## src/rtl/fir_tap_sequencer_if.sv

```systemverilog
// rtl/fir_tap_sequencer_if.sv - request and address-pair bundle for the FIR tap sequencer
// Purpose: groups the pass request (start, wr_ptr, en) and the issued
// address-pair stream (busy, valid, fwd_addr, rev_addr, coef_idx, center,
// last, done) of fir_tap_sequencer.
// Modports: master drives the request side, slave (the sequencer) drives
// the address-pair side.
interface fir_tap_sequencer_if #(
    parameter int ADDR_W = 4
);
    logic              start;
    logic [ADDR_W-1:0] wr_ptr;
    logic              en;
    logic              busy;
    logic              valid;
    logic [ADDR_W-1:0] fwd_addr;
    logic [ADDR_W-1:0] rev_addr;
    logic [ADDR_W-1:0] coef_idx;
    logic              center;
    logic              last;
    logic              done;

    modport master (
        output start, wr_ptr, en,
        input  busy, valid, fwd_addr, rev_addr, coef_idx, center, last, done
    );

    modport slave (
        input  start, wr_ptr, en,
        output busy, valid, fwd_addr, rev_addr, coef_idx, center, last, done
    );
endinterface

```

## src/rtl/fir_tap_sequencer.sv

```systemverilog
// rtl/fir_tap_sequencer.sv - symmetric-FIR sample/coefficient address pair sequencer
// Purpose: for each output sample, walks a circular sample buffer from both
// ends towards the middle, issuing one (newest-side, oldest-side, coefficient)
// address triple per enabled cycle so a symmetric FIR can pre-add pairs.
// Ports:
//   clk  - sole clock, rising edge
//   rst  - synchronous active-high reset
//   bus  - slave modport: start/wr_ptr/en in; busy/valid/fwd_addr/rev_addr/
//          coef_idx/center/last/done out, all registered
module fir_tap_sequencer #(
    parameter int NUM_TAPS = 16,
    parameter int ADDR_W   = $clog2(NUM_TAPS)
) (
    input logic                clk,
    input logic                rst,
    fir_tap_sequencer_if.slave bus
);
    localparam int                PAIRS  = (NUM_TAPS + 1) / 2;
    localparam logic [ADDR_W-1:0] LAST_I = ADDR_W'(PAIRS - 1);
    // TAPS_N may truncate to 0 when NUM_TAPS is a power of two; the modular
    // arithmetic below still comes out exact in that case.
    localparam logic [ADDR_W-1:0] TAPS_N = ADDR_W'(NUM_TAPS);
    localparam logic [ADDR_W:0]   TAPS_X = (ADDR_W + 1)'(NUM_TAPS);
    localparam bit                ODD    = (NUM_TAPS % 2) == 1;

    typedef enum logic [1:0] {IDLE, RUN, DONE} state_t;

    state_t            state;
    logic [ADDR_W-1:0] base;
    logic [ADDR_W-1:0] i;

    logic [ADDR_W-1:0] fwd_next;
    logic [ADDR_W-1:0] rev_next;
    logic [ADDR_W:0]   rev_sum;

    // Explicit wrap compares so non-power-of-two buffer sizes wrap at
    // NUM_TAPS rather than at 2**ADDR_W.
    always_comb begin
        fwd_next = (base < i) ? (base + TAPS_N - i) : (base - i);
        rev_sum  = {1'b0, base} + {1'b0, i} + (ADDR_W + 1)'(1);
        rev_next = (rev_sum >= TAPS_X) ? (base + i + ADDR_W'(1) - TAPS_N)
                                       : (base + i + ADDR_W'(1));
    end

    always_ff @(posedge clk) begin
        if (rst) begin
            state        <= IDLE;
            base         <= '0;
            i            <= '0;
            bus.busy     <= 1'b0;
            bus.valid    <= 1'b0;
            bus.fwd_addr <= '0;
            bus.rev_addr <= '0;
            bus.coef_idx <= '0;
            bus.center   <= 1'b0;
            bus.last     <= 1'b0;
            bus.done     <= 1'b0;
        end else begin
            case (state)
                IDLE: begin
                    if (bus.start) begin
                        base     <= bus.wr_ptr;
                        i        <= '0;
                        bus.busy <= 1'b1;
                        state    <= RUN;
                    end
                end
                RUN: begin
                    // The final pair is already on the outputs, so this edge
                    // moves on to DONE regardless of en.
                    if (bus.last) begin
                        bus.valid  <= 1'b0;
                        bus.last   <= 1'b0;
                        bus.center <= 1'b0;
                        bus.done   <= 1'b1;
                        state      <= DONE;
                    end else if (bus.en) begin
                        bus.fwd_addr <= fwd_next;
                        bus.rev_addr <= rev_next;
                        bus.coef_idx <= i;
                        bus.valid    <= 1'b1;
                        bus.last     <= (i == LAST_I);
                        bus.center   <= ODD && (i == LAST_I);
                        i            <= i + ADDR_W'(1);
                    end else begin
                        bus.valid <= 1'b0;
                    end
                end
                DONE: begin
                    bus.done <= 1'b0;
                    bus.busy <= 1'b0;
                    state    <= IDLE;
                end
                default: state <= IDLE;
            endcase
        end
    end
endmodule

```

## src/flat_wrapper.sv

```systemverilog
// flat-port wrapper written by rule: the top's interface ports become plain ports
module fir_tap_sequencer_flat 
#(
    parameter int NUM_TAPS = 16,
    parameter int ADDR_W   = $clog2(NUM_TAPS)
)
  (clk, rst, bus_start, bus_wr_ptr, bus_en, bus_busy, bus_valid, bus_fwd_addr, bus_rev_addr, bus_coef_idx, bus_center, bus_last, bus_done);
  fir_tap_sequencer_if #(.ADDR_W(ADDR_W)) bus_i ();
  input logic clk;
  input logic rst;
  input wire logic [$bits(bus_i.start)-1:0] bus_start;
  input wire logic [$bits(bus_i.wr_ptr)-1:0] bus_wr_ptr;
  input wire logic [$bits(bus_i.en)-1:0] bus_en;
  output wire logic [$bits(bus_i.busy)-1:0] bus_busy;
  output wire logic [$bits(bus_i.valid)-1:0] bus_valid;
  output wire logic [$bits(bus_i.fwd_addr)-1:0] bus_fwd_addr;
  output wire logic [$bits(bus_i.rev_addr)-1:0] bus_rev_addr;
  output wire logic [$bits(bus_i.coef_idx)-1:0] bus_coef_idx;
  output wire logic [$bits(bus_i.center)-1:0] bus_center;
  output wire logic [$bits(bus_i.last)-1:0] bus_last;
  output wire logic [$bits(bus_i.done)-1:0] bus_done;
  assign bus_i.start = bus_start;
  assign bus_i.wr_ptr = bus_wr_ptr;
  assign bus_i.en = bus_en;
  assign bus_busy = bus_i.busy;
  assign bus_valid = bus_i.valid;
  assign bus_fwd_addr = bus_i.fwd_addr;
  assign bus_rev_addr = bus_i.rev_addr;
  assign bus_coef_idx = bus_i.coef_idx;
  assign bus_center = bus_i.center;
  assign bus_last = bus_i.last;
  assign bus_done = bus_i.done;
  fir_tap_sequencer #(.NUM_TAPS(NUM_TAPS), .ADDR_W(ADDR_W)) u_core (.clk(clk), .rst(rst), .bus(bus_i));
endmodule
```

## config.mk

```make
export PLATFORM = sky130hd
export DESIGN_NAME = fir_tap_sequencer_flat
export DESIGN_NICKNAME = d
export VERILOG_FILES = /design/src/rtl/fir_tap_sequencer_if.sv /design/src/rtl/fir_tap_sequencer.sv /design/src/flat_wrapper.sv
export SDC_FILE = /design/constraint.sdc
export NUM_CORES = 1
export LEC_CHECK = 0
export BUFFER_PORTS_ARGS = -buffer_cell sky130_fd_sc_hd__buf_2
export CAP_MARGIN = 10
export CORE_ASPECT_RATIO = 0.9
export CORE_MARGIN = 2
export CORE_UTILIZATION = 40
export DETAILED_ROUTE_END_ITERATION = 16
export PLACE_DENSITY = 0.66
export SLEW_MARGIN = 10
export SYNTH_ARGS = -nofsm -noshare
export SYNTH_HDL_FRONTEND = slang
export SYNTH_SLANG_ARGS = --single-unit
```

## constraint.sdc

```tcl
create_clock -name clk -period 1.92 [get_ports clk]
set_clock_uncertainty 0.2 [all_clocks]
set_input_delay 0.192 -clock clk [delete_from_list [all_inputs] [get_ports clk]]
set_output_delay 0.192 -clock clk [all_outputs]
set_load 0.1 [all_outputs]
```

* After elaboration in Yosys (flattened, before gate mapping)
Cells that the tools add are included.
Word-level totals: register bits 27, bits of input ports 8, output and inout port bits 17, word-level logic and storage cells 52
Operators by class: add/subtract/negate cells 4, equality and inequality tests 7, muxes and demuxes 17, bitwise operators 1, reduce and logical (&&, ||, !) cells 12
Operators by type and width (count):
- 2-to-1 mux 4 bit | 3
- AND reduction 2 bit | 5
- adder 4 x 1 -> 4 bit (second input constant) | 2
- 2-to-1 mux 1 bit | 8
- case mux 4 bit (2 select lines) | 1
- nonzero test 2 bit | 4
- inequality test 2 bit (second input constant) | 3
- adder 4 bit | 1
- equality test 4 x 3 -> 1 bit (second input constant) | 1
- 2-to-1 mux 2 bit | 2
- case mux 1 bit (2 select lines) | 2
- case mux 2 bit (2 select lines) | 1
- AND reduction 4 bit | 1
- subtractor 4 bit | 1
- AND reduction 3 bit | 1
- equality test 2 x 1 -> 1 bit (second input constant) | 1
- equality test 2 bit (second input constant) | 1
- zero test 2 bit | 1
- inequality test 2 x 1 -> 1 bit (second input constant) | 1
- inverter 1 bit | 1

* Depth between registers and ports, before layout
Gate-level depths: netlist of run 1.
depth after elaboration 4, mapped depth 7, depth with buffers taken out 7

* Worst setup path after synthesis of run 1
No wires, ideal clock.
path kind flip-flop to flip-flop, start point register u_core.bus.last, end point register u_core.i[3], setup time 0.127 ns, data arrival time 1.632 ns, setup slack -0.039 ns, cell stages (with the launch flop) 5, buffers on the path 0, clock period less this slack 1.959 ns, path through dfxtp_1 > nand3b_1 > a211oi_2 > xnor2_1 > nor3_2
Between the ends: longest elaborated chain between the ends 2
RTL lines:
- start: declaration | RTL line fir_tap_sequencer_if.sv:29 | output busy, valid, fwd_addr, rev_addr, coef_idx, center, last, done
- start signal: assignment | RTL line fir_tap_sequencer.sv:82 | bus.last <= (i == LAST_I);
- inequality test 2 bit (no line)
- AND reduction 4 bit (no line)
- end signal: assignment | RTL line fir_tap_sequencer.sv:84 | i <= i + ADDR_W'(1);
- end: declaration | RTL line fir_tap_sequencer.sv:30 | logic [ADDR_W-1:0] i;
No other way between the ends. A chain may end at the register's enable or synchronous reset.

* Worst setup path after layout of run 1
start point register u_core.i[0], end point register u_core.bus.rev_addr[2]
Between the ends: longest elaborated chain between the ends 2
RTL lines:
- adder 4 bit | RTL line fir_tap_sequencer.sv:41, fir_tap_sequencer.sv:42
- adder 4 x 1 -> 4 bit | RTL line fir_tap_sequencer.sv:41, fir_tap_sequencer.sv:42
- end signal: assignment | RTL line fir_tap_sequencer.sv:79 | bus.rev_addr <= rev_next;
- end: declaration | RTL line fir_tap_sequencer_if.sv:29
No other way between the ends.

==> impl_metrics.yaml, run 1 <==
outcome:
  outcome: "finished, final reports clean"
min_path:
  hold_path_depth: 2
  hp-class: "in -> reg"
  min_to: "u_core.i[1]"
  worstHoldStart: "rst"
logic_synthesis:
  synth_edf_count: 0
  yosysUniqueCellTypes: 36
  avgSynthCellArea_sq_um: 9.22
  synth_cells: 142
  ys_seq_area_frac: 0.398
  ys_warn_count: 0
  async_flop_share: 0
  synthesis.nets: 159
  ys_ff_latch: 26
  synthesis.area_sq_um: 1310
  synth_flop_cell: "dfxtp_1"
clock_tree:
  cts_setup_buffers: 0
  cts.sinks: 26
  cts_tree: "yes"
  cts_buffers: 3
  clk_pin_slew_ns: 0.13
  root_buffer: "clkbuf_4"
  clock_path_buffers: 2
  insertion_delay_ns: 0.32
  cts_max_level: 1
global_routing:
  grt_start_max_net_pins: 21
  grtUsageTotal: 0.155
  grt_antenna_before_repair: 0
  grt_pass1_wl_um: 4540
  grt_pass1_vias: 1011
  grt-ovfl-total: 0
timing:
  maxSlewViolCount: 0
  finalCritPeriodShare: 0.946
  setup_ws_ns: 0.103
  setup_viol: 0
  rsz0062_at_grt: "false"
  hold_viol_final: 0
  fmax_mhz: 550
  fin_crit_ns: 1.82
  setup_tns_ns: 0
  holdWs_ns: 0.0826
worst_setup_path:
  cp_common_cell: "inv_1"
  r2r_end: "u_core.bus.rev_addr[2]"
  reg2reg_from: "u_core.i[0]"
  cp_max_fo: 6
  rrSetupSlack_ns: 0.10
  path_buf_inv: 2
  required_ns: 1.99
  r2r.worst_path.cells: 7
  slowest_stage: "fa_1"
  worstSetupEndpointType: "flip-flop"
  slowest_delay_ns: 0.43
  crit_chain: "inv_1 > ha_1 > inv_1 > fa_1 > xnor2_1 > nand2_2 > a21oi_2"
  cp_top_family: "adder cells"
  cp.arrival_ns: 1.89
  startpoint_type: "flip-flop"
  path_class: "reg -> reg"
floorplan:
  dieArea_sq_um: 3750
  die_width_um: 64.3
  num_rows: 19
  start_util: 0.423
  core-area_sq_um: 3090
  io_pins: 25
  dieHeight_um: 58.3
drt:
  drc: 0
  drt_first_iter_violations: 42
  post_drt_wl_per_cell_um: 12.5
  drt-pass1-iter-count: 4
  drtAntennaViolNets: 0
  wl_um: 2620
  vias: 1067
  vias_per_cell: 5.08
run:
  cap_violations: 0
power_and_ir_drop:
  p_leak_nw: 0.609
  irDropWorstVdd_mv: 0.280
  power.density_nw_per_um2: 704
placement:
  place.gp.congestion: 0.877
  hpwl_um: 1900
  pre_cts_slack_ns: 0.137
  port_buffers: 23
cells_and_area:
  antenna_cells: 0
  area_delta_synth_final_pct: 15.5
  drive_gt1_frac: 0.292
  final_nets: 187
==> worst reg2reg max path: cells and delay by family (launching register included) <==
family	cells	cell delay, ns
buffers and inverters	2	0.15
xor gates and xnor gates	1	0.22
adders and majority gates	2	0.61
AOI/OAI and AO/OA	1	0.12
DFF	1	0.39
and+or+nand+nor	1	0.08
==> where the power goes <==
group | total, mW | leakage, nW | internal [mW] | switching [mW]
logic | 0.255 | 0.382 | 0.0724 | 0.182
clock network | 0.230 | 0.0138 | 0.0738 | 0.156
registers | 0.579 | 0.213 | 0.561 | 0.0182
total | 1.06 | 0.609 | 0.707 | 0.357
==> cells by family (layout without fill, tap and decap cells) <==
family	Yosys count	in the layout	synth area share
adder cells (fa/ha/maj)	9	9	0.0975
flip-flops	26	26	0.398
AO/OA/AOI/OAI	35	35	0.185
XOR/XNOR	6	6	0.0402
other	1	1	0.00287
buffers and inverters	18	44	0.0774
multiplexers	1	1	0.00765
AND/OR/NAND/NOR	46	46	0.192
==> metal layers <==
layer / track usage / routed length [um]
met1: 0.202 / 1210
met2: 0.253 / 1260
met3: 0.0252 / 114
met4: 0.0699 / 38
met5: 0 / 0
==> cells in the mapped netlist (2+ instances only) <==
library cell	instances	area (sq um)
nand2_2	2	12.5
nand3b_1	2	15.0
buf_4	2	15.0
inv_1	10	37.5
buf_6	2	22.5
clkbuf_1	2	7.51
fa_1	2	40.0
nor2_1	7	26.3
o21ai_0	8	40.0
ha_1	7	87.6
nand2b_1	2	12.5
a21oi_2	8	70.1
a211oi_1	3	22.5
a21oi_1	11	55.1
nand4b_1	2	17.5
nor3b_1	2	15.0
nand2_1	21	78.8
xnor2_1	6	52.6
dfxtp_1	26	521
==> through the flow <==
step                utilization  power [mW]  cell area, sq um  instances
finish                    0.489        1.06              1510        210
global route              0.489        1.12              1510        210
CTS                       0.487        1.07              1510        210
detailed placement        0.467       0.840              1440        203
global placement          0.467       0.832              1440        203
floorplan                     -       0.801              1310        142
==> worst max-delay path by stage <==
stage	startpoint	cells past startpoint	end	slack [ns]
after floorplan	u_core.i[0]	7	u_core.bus.rev_addr[2]	0.28
after detailed placement	u_core.i[0]	7	u_core.bus.rev_addr[2]	0.14
final	u_core.i[0]	7	u_core.bus.rev_addr[2]	0.10
after global routing	u_core.i[0]	7	u_core.bus.rev_addr[2]	0.03
after CTS	u_core.i[2]	6	u_core.bus.rev_addr[3]	0.09
after global placement	u_core.i[0]	7	u_core.bus.rev_addr[2]	0.20
==> registers in the layout (all words and copies together) (netlist names) <==
register	count
u_core.bus.coef_idx	4
u_core.bus.rev_addr	4
u_core.bus.valid	1
u_core.bus.busy	1
u_core.bus.done	1
u_core.bus.last	1
u_core.state	2
u_core.i	4
u_core.base	4
u_core.bus.fwd_addr	4
==> placed cells by master (no fill, tap or decap), drive strengths merged, types with 2 or more instances in the layout <==
cell type and count:
nor2 7, nor3b 3, ha 7, nand2 23, clkbuf 3, a211oi 4, nand3b 2, buf 27
dlygate4sd3 4, xnor2 6, dfxtp 26, nand4b 2, nor3 2, a21oi 20, nand2b 3, inv 10
o21ai 8, fa 2
==> final cells by class <==
type / count / area (sq um)
Inverter: 10 / 37.5
Tap cell: 42 / 52.6
Fill cell: 315 / 1580
Clock buffer: 3 / 22.5
Timing Repair Buffer: 31 / 185
Multi-Input combinational cell: 98 / 689
Sequential cell: 26 / 524
==> repair_timing <==
action,4_1_cts,5_1_grt
hold buffers,4,0
setup endpoints to repair,0,1
endpoints found under the hold margin,4,0
gates resized for setup,0,3
Power figures use the tool's default switching activity.
==> run 2, diff against run 1 <==
--- a/config.mk
+++ b/config.mk
@@ -9,9 +9,9 @@
 export CAP_MARGIN = 10
 export CORE_ASPECT_RATIO = 0.9
 export CORE_MARGIN = 2
-export CORE_UTILIZATION = 40
+export CORE_UTILIZATION = 53
 export DETAILED_ROUTE_END_ITERATION = 16
-export PLACE_DENSITY = 0.66
+export PLACE_DENSITY = 0.82
 export SLEW_MARGIN = 10
 export SYNTH_ARGS = -nofsm -noshare
 export SYNTH_HDL_FRONTEND = slang
==> run 2 against run 1 <==
Against the previous run:
- combinational power hardly changed
- die area is 23% lower
- largest power group unchanged
- cell area grew 0.50%
==> impl_metrics.yaml, run 2 (synthesis results as in run 1) <==
clock_tree:
  cts.sinks: 26
  insertion_delay_ns: 0.32
  post_cts_resized: 0
  cts_buffers: 3
  clk_pin_slew_ns: 0.14
  cts_tree: "yes"
  root_buffer: "clkbuf_4"
  hold_buffers: 4
  cts_max_level: 1
  cts_setup_buffers: 0
  clock_path_buffers: 2
timing:
  holdWs_ns: 0.0713
  fmax_mhz: 565
  hold_viol_final: 0
  fin_crit_ns: 1.77
  setup_viol: 0
  rsz0062_at_grt: "false"
  maxSlewViolCount: 0
  setup_tns_ns: 0
  finalCritPeriodShare: 0.922
power_and_ir_drop:
  power.density_nw_per_um2: 795
  irDropWorstVdd_mv: 0.642
  p_leak_nw: 0.623
global_routing:
  grt_antenna_before_repair: 0
  grt_pass1_wl_um: 4140
  grt_start_max_net_pins: 21
  grt-ovfl-total: 0
  grt_pass1_vias: 976
  grtUsageTotal: 0.182
worst_setup_path:
  required_ns: 1.99
  cp_max_fo: 6
  rrSetupSlack_ns: 0.15
  worstSetupEndpointType: "flip-flop"
  cp.arrival_ns: 1.84
  startpoint_type: "flip-flop"
  path_class: "reg -> reg"
floorplan:
  core-area_sq_um: 2400
  io_pins: 25
  num_rows: 17
  dieHeight_um: 51.1
  die_width_um: 56.4
  dieArea_sq_um: 2880
  start_util: 0.545
drt:
  drt-pass1-iter-count: 4
  drtAntennaViolNets: 0
  vias: 1037
  post_drt_wl_per_cell_um: 12.4
  vias_per_cell: 5.26
  drt_first_iter_violations: 18
  wl_um: 2450
  drc: 0
cells_and_area:
  seq_area_sq_um: 522
  drive_gt1_frac: 0.278
  antenna_cells: 0
  area_delta_synth_final_pct: 16.1
  multi_input_area_sq_um: 687
  nFillCells: 208
  layout_common_cells: "dfxtp_1, buf_2, nand2_1"
  final_nets: 187
  final_common_cell: "dfxtp_1"
outcome:
  outcome: "finished, final reports clean"
placement:
  place.gp.congestion: 0.827
  port_buffers: 23
  hpwl_um: 1800
run:
  cap_violations: 0
min_path:
  hp-class: "in -> reg"
[run 2: cell count changes in the layout (fill, tap and decap cells not counted), sizes merged]
| cell | change |
|---|---|
| bufinv | +1 |
[run 2: critical path, stage by stage, from the launching register on]
cell     delay, ns
dfxtp_1       0.40
inv_1         0.10
ha_1          0.17
inv_1         0.06
fa_1          0.43
xnor2_1       0.17
nand2_2       0.07
a21oi_2       0.13
[run 2: worst paths after layout]
check / startpoint / to / cells past startpoint
worst max-delay path: u_core.i[0] / u_core.bus.rev_addr[2] / 7
worst min register to register: u_core.bus.rev_addr[1] / u_core.bus.rev_addr[1] / 2
worst max register to register: u_core.i[0] / u_core.bus.rev_addr[2] / 7
worst min-delay path: rst / u_core.bus.fwd_addr[2] / 2
[run 2: power breakdown]
group | internal, mW | switching (mW) | total (mW) | leakage (nW)
sequential | 0.561 | 0.0169 | 0.578 | 0.212
combinational | 0.0724 | 0.181 | 0.254 | 0.383
clock | 0.211 | 0.165 | 0.376 | 0.0279
total | 0.845 | 0.363 | 1.21 | 0.623
[run 2: layout make-up]
class / instances / share of cell area
inverters: 10 / 0.0247
flip-flops and latches: 26 / 0.343
multi-input cells: 98 / 0.452
repair buffers: 31 / 0.122
well taps: 28 / 0.0231
clock inverters: 1 / 0.0198
clock buffers: 3 / 0.0148
[run 2: per-stage QoR]
| step | worst slack, ns | area (sq um) | power, mW | instances | util |
|---|---|---|---|---|---|
| after floorplan | 0.284 | 1310 | 0.801 | 142 | - |
| after global placement | 0.210 | 1430 | 0.829 | 189 | 0.593 |
| after detailed placement | 0.168 | 1430 | 0.836 | 189 | 0.593 |
| after CTS | 0.150 | 1520 | 1.21 | 197 | 0.632 |
| after global routing | 0.0162 | 1520 | 1.25 | 197 | 0.632 |
| final | 0.149 | 1520 | 1.21 | 197 | 0.632 |
[run 2: layer usage]
| layer | GRT usage | part of all wire | up-vias |
|---|---|---|---|
| li1 | - | - | 524 |
| met1 | 0.217 | 0.46 | 483 |
| met2 | 0.341 | 0.50 | 28 |
| met5 | 0 | 0 | - |
| met3 | 0.0228 | 0.040 | 2 |
| met4 | 0.0556 | 0.0074 | 0 |
==> run 3, diff against run 2 <==
--- a/config.mk
+++ b/config.mk
@@ -9,9 +9,9 @@
 export CAP_MARGIN = 10
 export CORE_ASPECT_RATIO = 0.9
 export CORE_MARGIN = 2
-export CORE_UTILIZATION = 53
+export CORE_UTILIZATION = 48
 export DETAILED_ROUTE_END_ITERATION = 16
-export PLACE_DENSITY = 0.82
+export PLACE_DENSITY = 0.78
 export SLEW_MARGIN = 10
 export SYNTH_ARGS = -nofsm -noshare
 export SYNTH_HDL_FRONTEND = slang
==> constraint.sdc (replaced) <==
create_clock -name clk -period 1.59 [get_ports clk]
set_clock_uncertainty 0.2 [all_clocks]
set_input_delay 0.159 -clock clk [delete_from_list [all_inputs] [get_ports clk]]
set_output_delay 0.159 -clock clk [all_outputs]
set_load 0.1 [all_outputs]
==> run 3 against run 2 <==
Against the previous run:
- non-clock buffer count rose by 7
- flip-flop and latch count did not move
- hold slack got worse by 0.029 ns
- first-iteration DRC count fell by 39%
- sequential share of layout area fell by 2.1 points
- power rose by 16%
==> impl_metrics.yaml, run 3 (synthesis results as in run 1) <==
cells_and_area:
  nFillCells: 214
  area_delta_synth_final_pct: 27.7
  drive_gt1_frac: 0.455
  final_common_cell: "buf_2"
  postLayoutCellArea_sq_um: 1670
  antenna_cells: 0
  multi_input_area_sq_um: 773
  seq_area_sq_um: 539
  layout_common_cells: "buf_2, nand2_1, dfxtp_1"
  final_nets: 194
drt:
  drt_first_iter_violations: 11
  wl_um: 2980
  drt-pass1-iter-count: 4
  post_drt_wl_per_cell_um: 14.6
  vias: 1130
  drtAntennaViolNets: 0
  vias_per_cell: 5.54
  drc: 0
worst_setup_path:
  path_class: "reg -> reg"
  startpoint_type: "flip-flop"
  worstSetupEndpointType: "flip-flop"
  r2r.worst_path.cells: 7
  cp_common_cell: "inv_2"
  cp.depth: 7
  r2r_end: "u_core.bus.rev_addr[2]"
  reg2reg_from: "u_core.base[0]"
  cp.arrival_ns: 1.65
  path_buf_inv: 2
  slowest_delay_ns: 0.36
  cp_top_family: "adder cells"
  slowest_stage: "fa_2"
  crit_chain: "inv_2 > ha_4 > inv_2 > fa_2 > xnor2_2 > nand2_2 > a21oi_2"
  rrSetupSlack_ns: 0.008
  cp_max_fo: 2
  required_ns: 1.66
floorplan:
  io_pins: 25
  start_util: 0.517
  dieHeight_um: 53.5
  core-area_sq_um: 2530
  dieArea_sq_um: 3160
  die_width_um: 59.0
  num_rows: 17
power_and_ir_drop:
  clock_power_share: 0.242
  p_sw_frac: 0.331
  p_leak_nw: 0.675
  power.density_nw_per_um2: 840
  p_switching_uw: 465
  pwr-share-seq: 0.495
  power_frac_comb: 0.262
  p_int_uw: 940
  irDropWorstVdd_mv: 0.852
min_path:
  worstHoldStart: "rst"
  hp-class: "in -> reg"
  min_to: "u_core.bus.coef_idx[3]"
  hold_path_depth: 2
clock_tree:
  clock_path_buffers: 2
  root_buffer: "clkbuf_4"
  cts_buffers: 3
  cts.sinks: 26
  cts_tree: "yes"
  insertion_delay_ns: 0.33
  cts_setup_buffers: 0
  clk_pin_slew_ns: 0.14
  cts_max_level: 1
global_routing:
  grt_antenna_before_repair: 0
  grt_pass1_vias: 1001
  grt_pass1_wl_um: 4660
  grt-ovfl-total: 0
  grtUsageTotal: 0.198
  grt_start_max_net_pins: 22
timing:
  maxSlewViolCount: 0
  holdWs_ns: 0.0420
  hold_viol_final: 0
  fin_crit_ns: 1.58
  finalCritPeriodShare: 0.995
  rsz0062_at_grt: "true"
  setup_viol: 0
  fmax_mhz: 632
run:
  cap_violations: 0
placement:
  place_area_sq_um: 1500
  port_buffers: 23
  hpwl_um: 2070
  place.gp.congestion: 0.817
outcome:
  outcome: "finished, final reports clean"
[run 3: worst max path at each step]
stage	start	end	slack, ns
after floorplan	u_core.i[0]	u_core.bus.rev_addr[2]	-0.04
after global placement	u_core.base[0]	u_core.bus.rev_addr[2]	-0.04
after detailed placement	u_core.base[0]	u_core.bus.rev_addr[2]	-0.13
after CTS	u_core.base[0]	u_core.bus.rev_addr[2]	0.0002
after global routing	u_core.base[0]	u_core.bus.fwd_addr[2]	-0.06
final	u_core.base[0]	u_core.bus.rev_addr[2]	0.008
[run 3: final cells by class]
cell class | instances | share of cell area
clock buffers | 4 | 0.0217
inverters | 10 | 0.0225
multi-input cells | 98 | 0.463
flip-flops and latches | 26 | 0.323
well taps | 28 | 0.0210
repair buffers | 38 | 0.150
[run 3: what timing repair did]
| action | in CTS | in global routing |
|---|---|---|
| endpoints found under the setup margin | 16 | 12 |
| pin swaps | 9 | 3 |
| hold buffers | 4 | 0 |
| endpoints found under the hold margin | 4 | 0 |
| cloned | 0 | 0 |
| resized for setup | 17 | 13 |
[run 3: layer usage]
metal,GRT usage,vias to the layer above,wire length (um)
li1,-,542,-
met1,0.259,555,1310
met2,0.330,27,1510
met3,0.0433,6,121
met5,0,-,0
met4,0.0568,0,40
[run 3: per-stage QoR]
step	TNS (ns)	cells	total power, mW	setup slack, ns	utilization
after global placement	-0.0894	196	1.02	-0.0352	0.591
after global routing	-0.127	204	1.46	-0.0609	0.660
after detailed placement	-0.538	196	1.03	-0.132	0.591
final	0	204	1.40	0.00763	0.660
after floorplan	-0.0406	142	0.966	-0.0406	-
after CTS	0	204	1.39	0.000158	0.641
[run 3: power groups by stage]
stage                     registers (mW)  clock network (mW)  logic [mW]
after global placement             0.707                   0       0.313
after global routing               0.700               0.370       0.394
after CTS                          0.698               0.344       0.351
after floorplan                    0.811                   0       0.154
after detailed placement           0.709                   0       0.325
final                              0.696               0.340       0.368
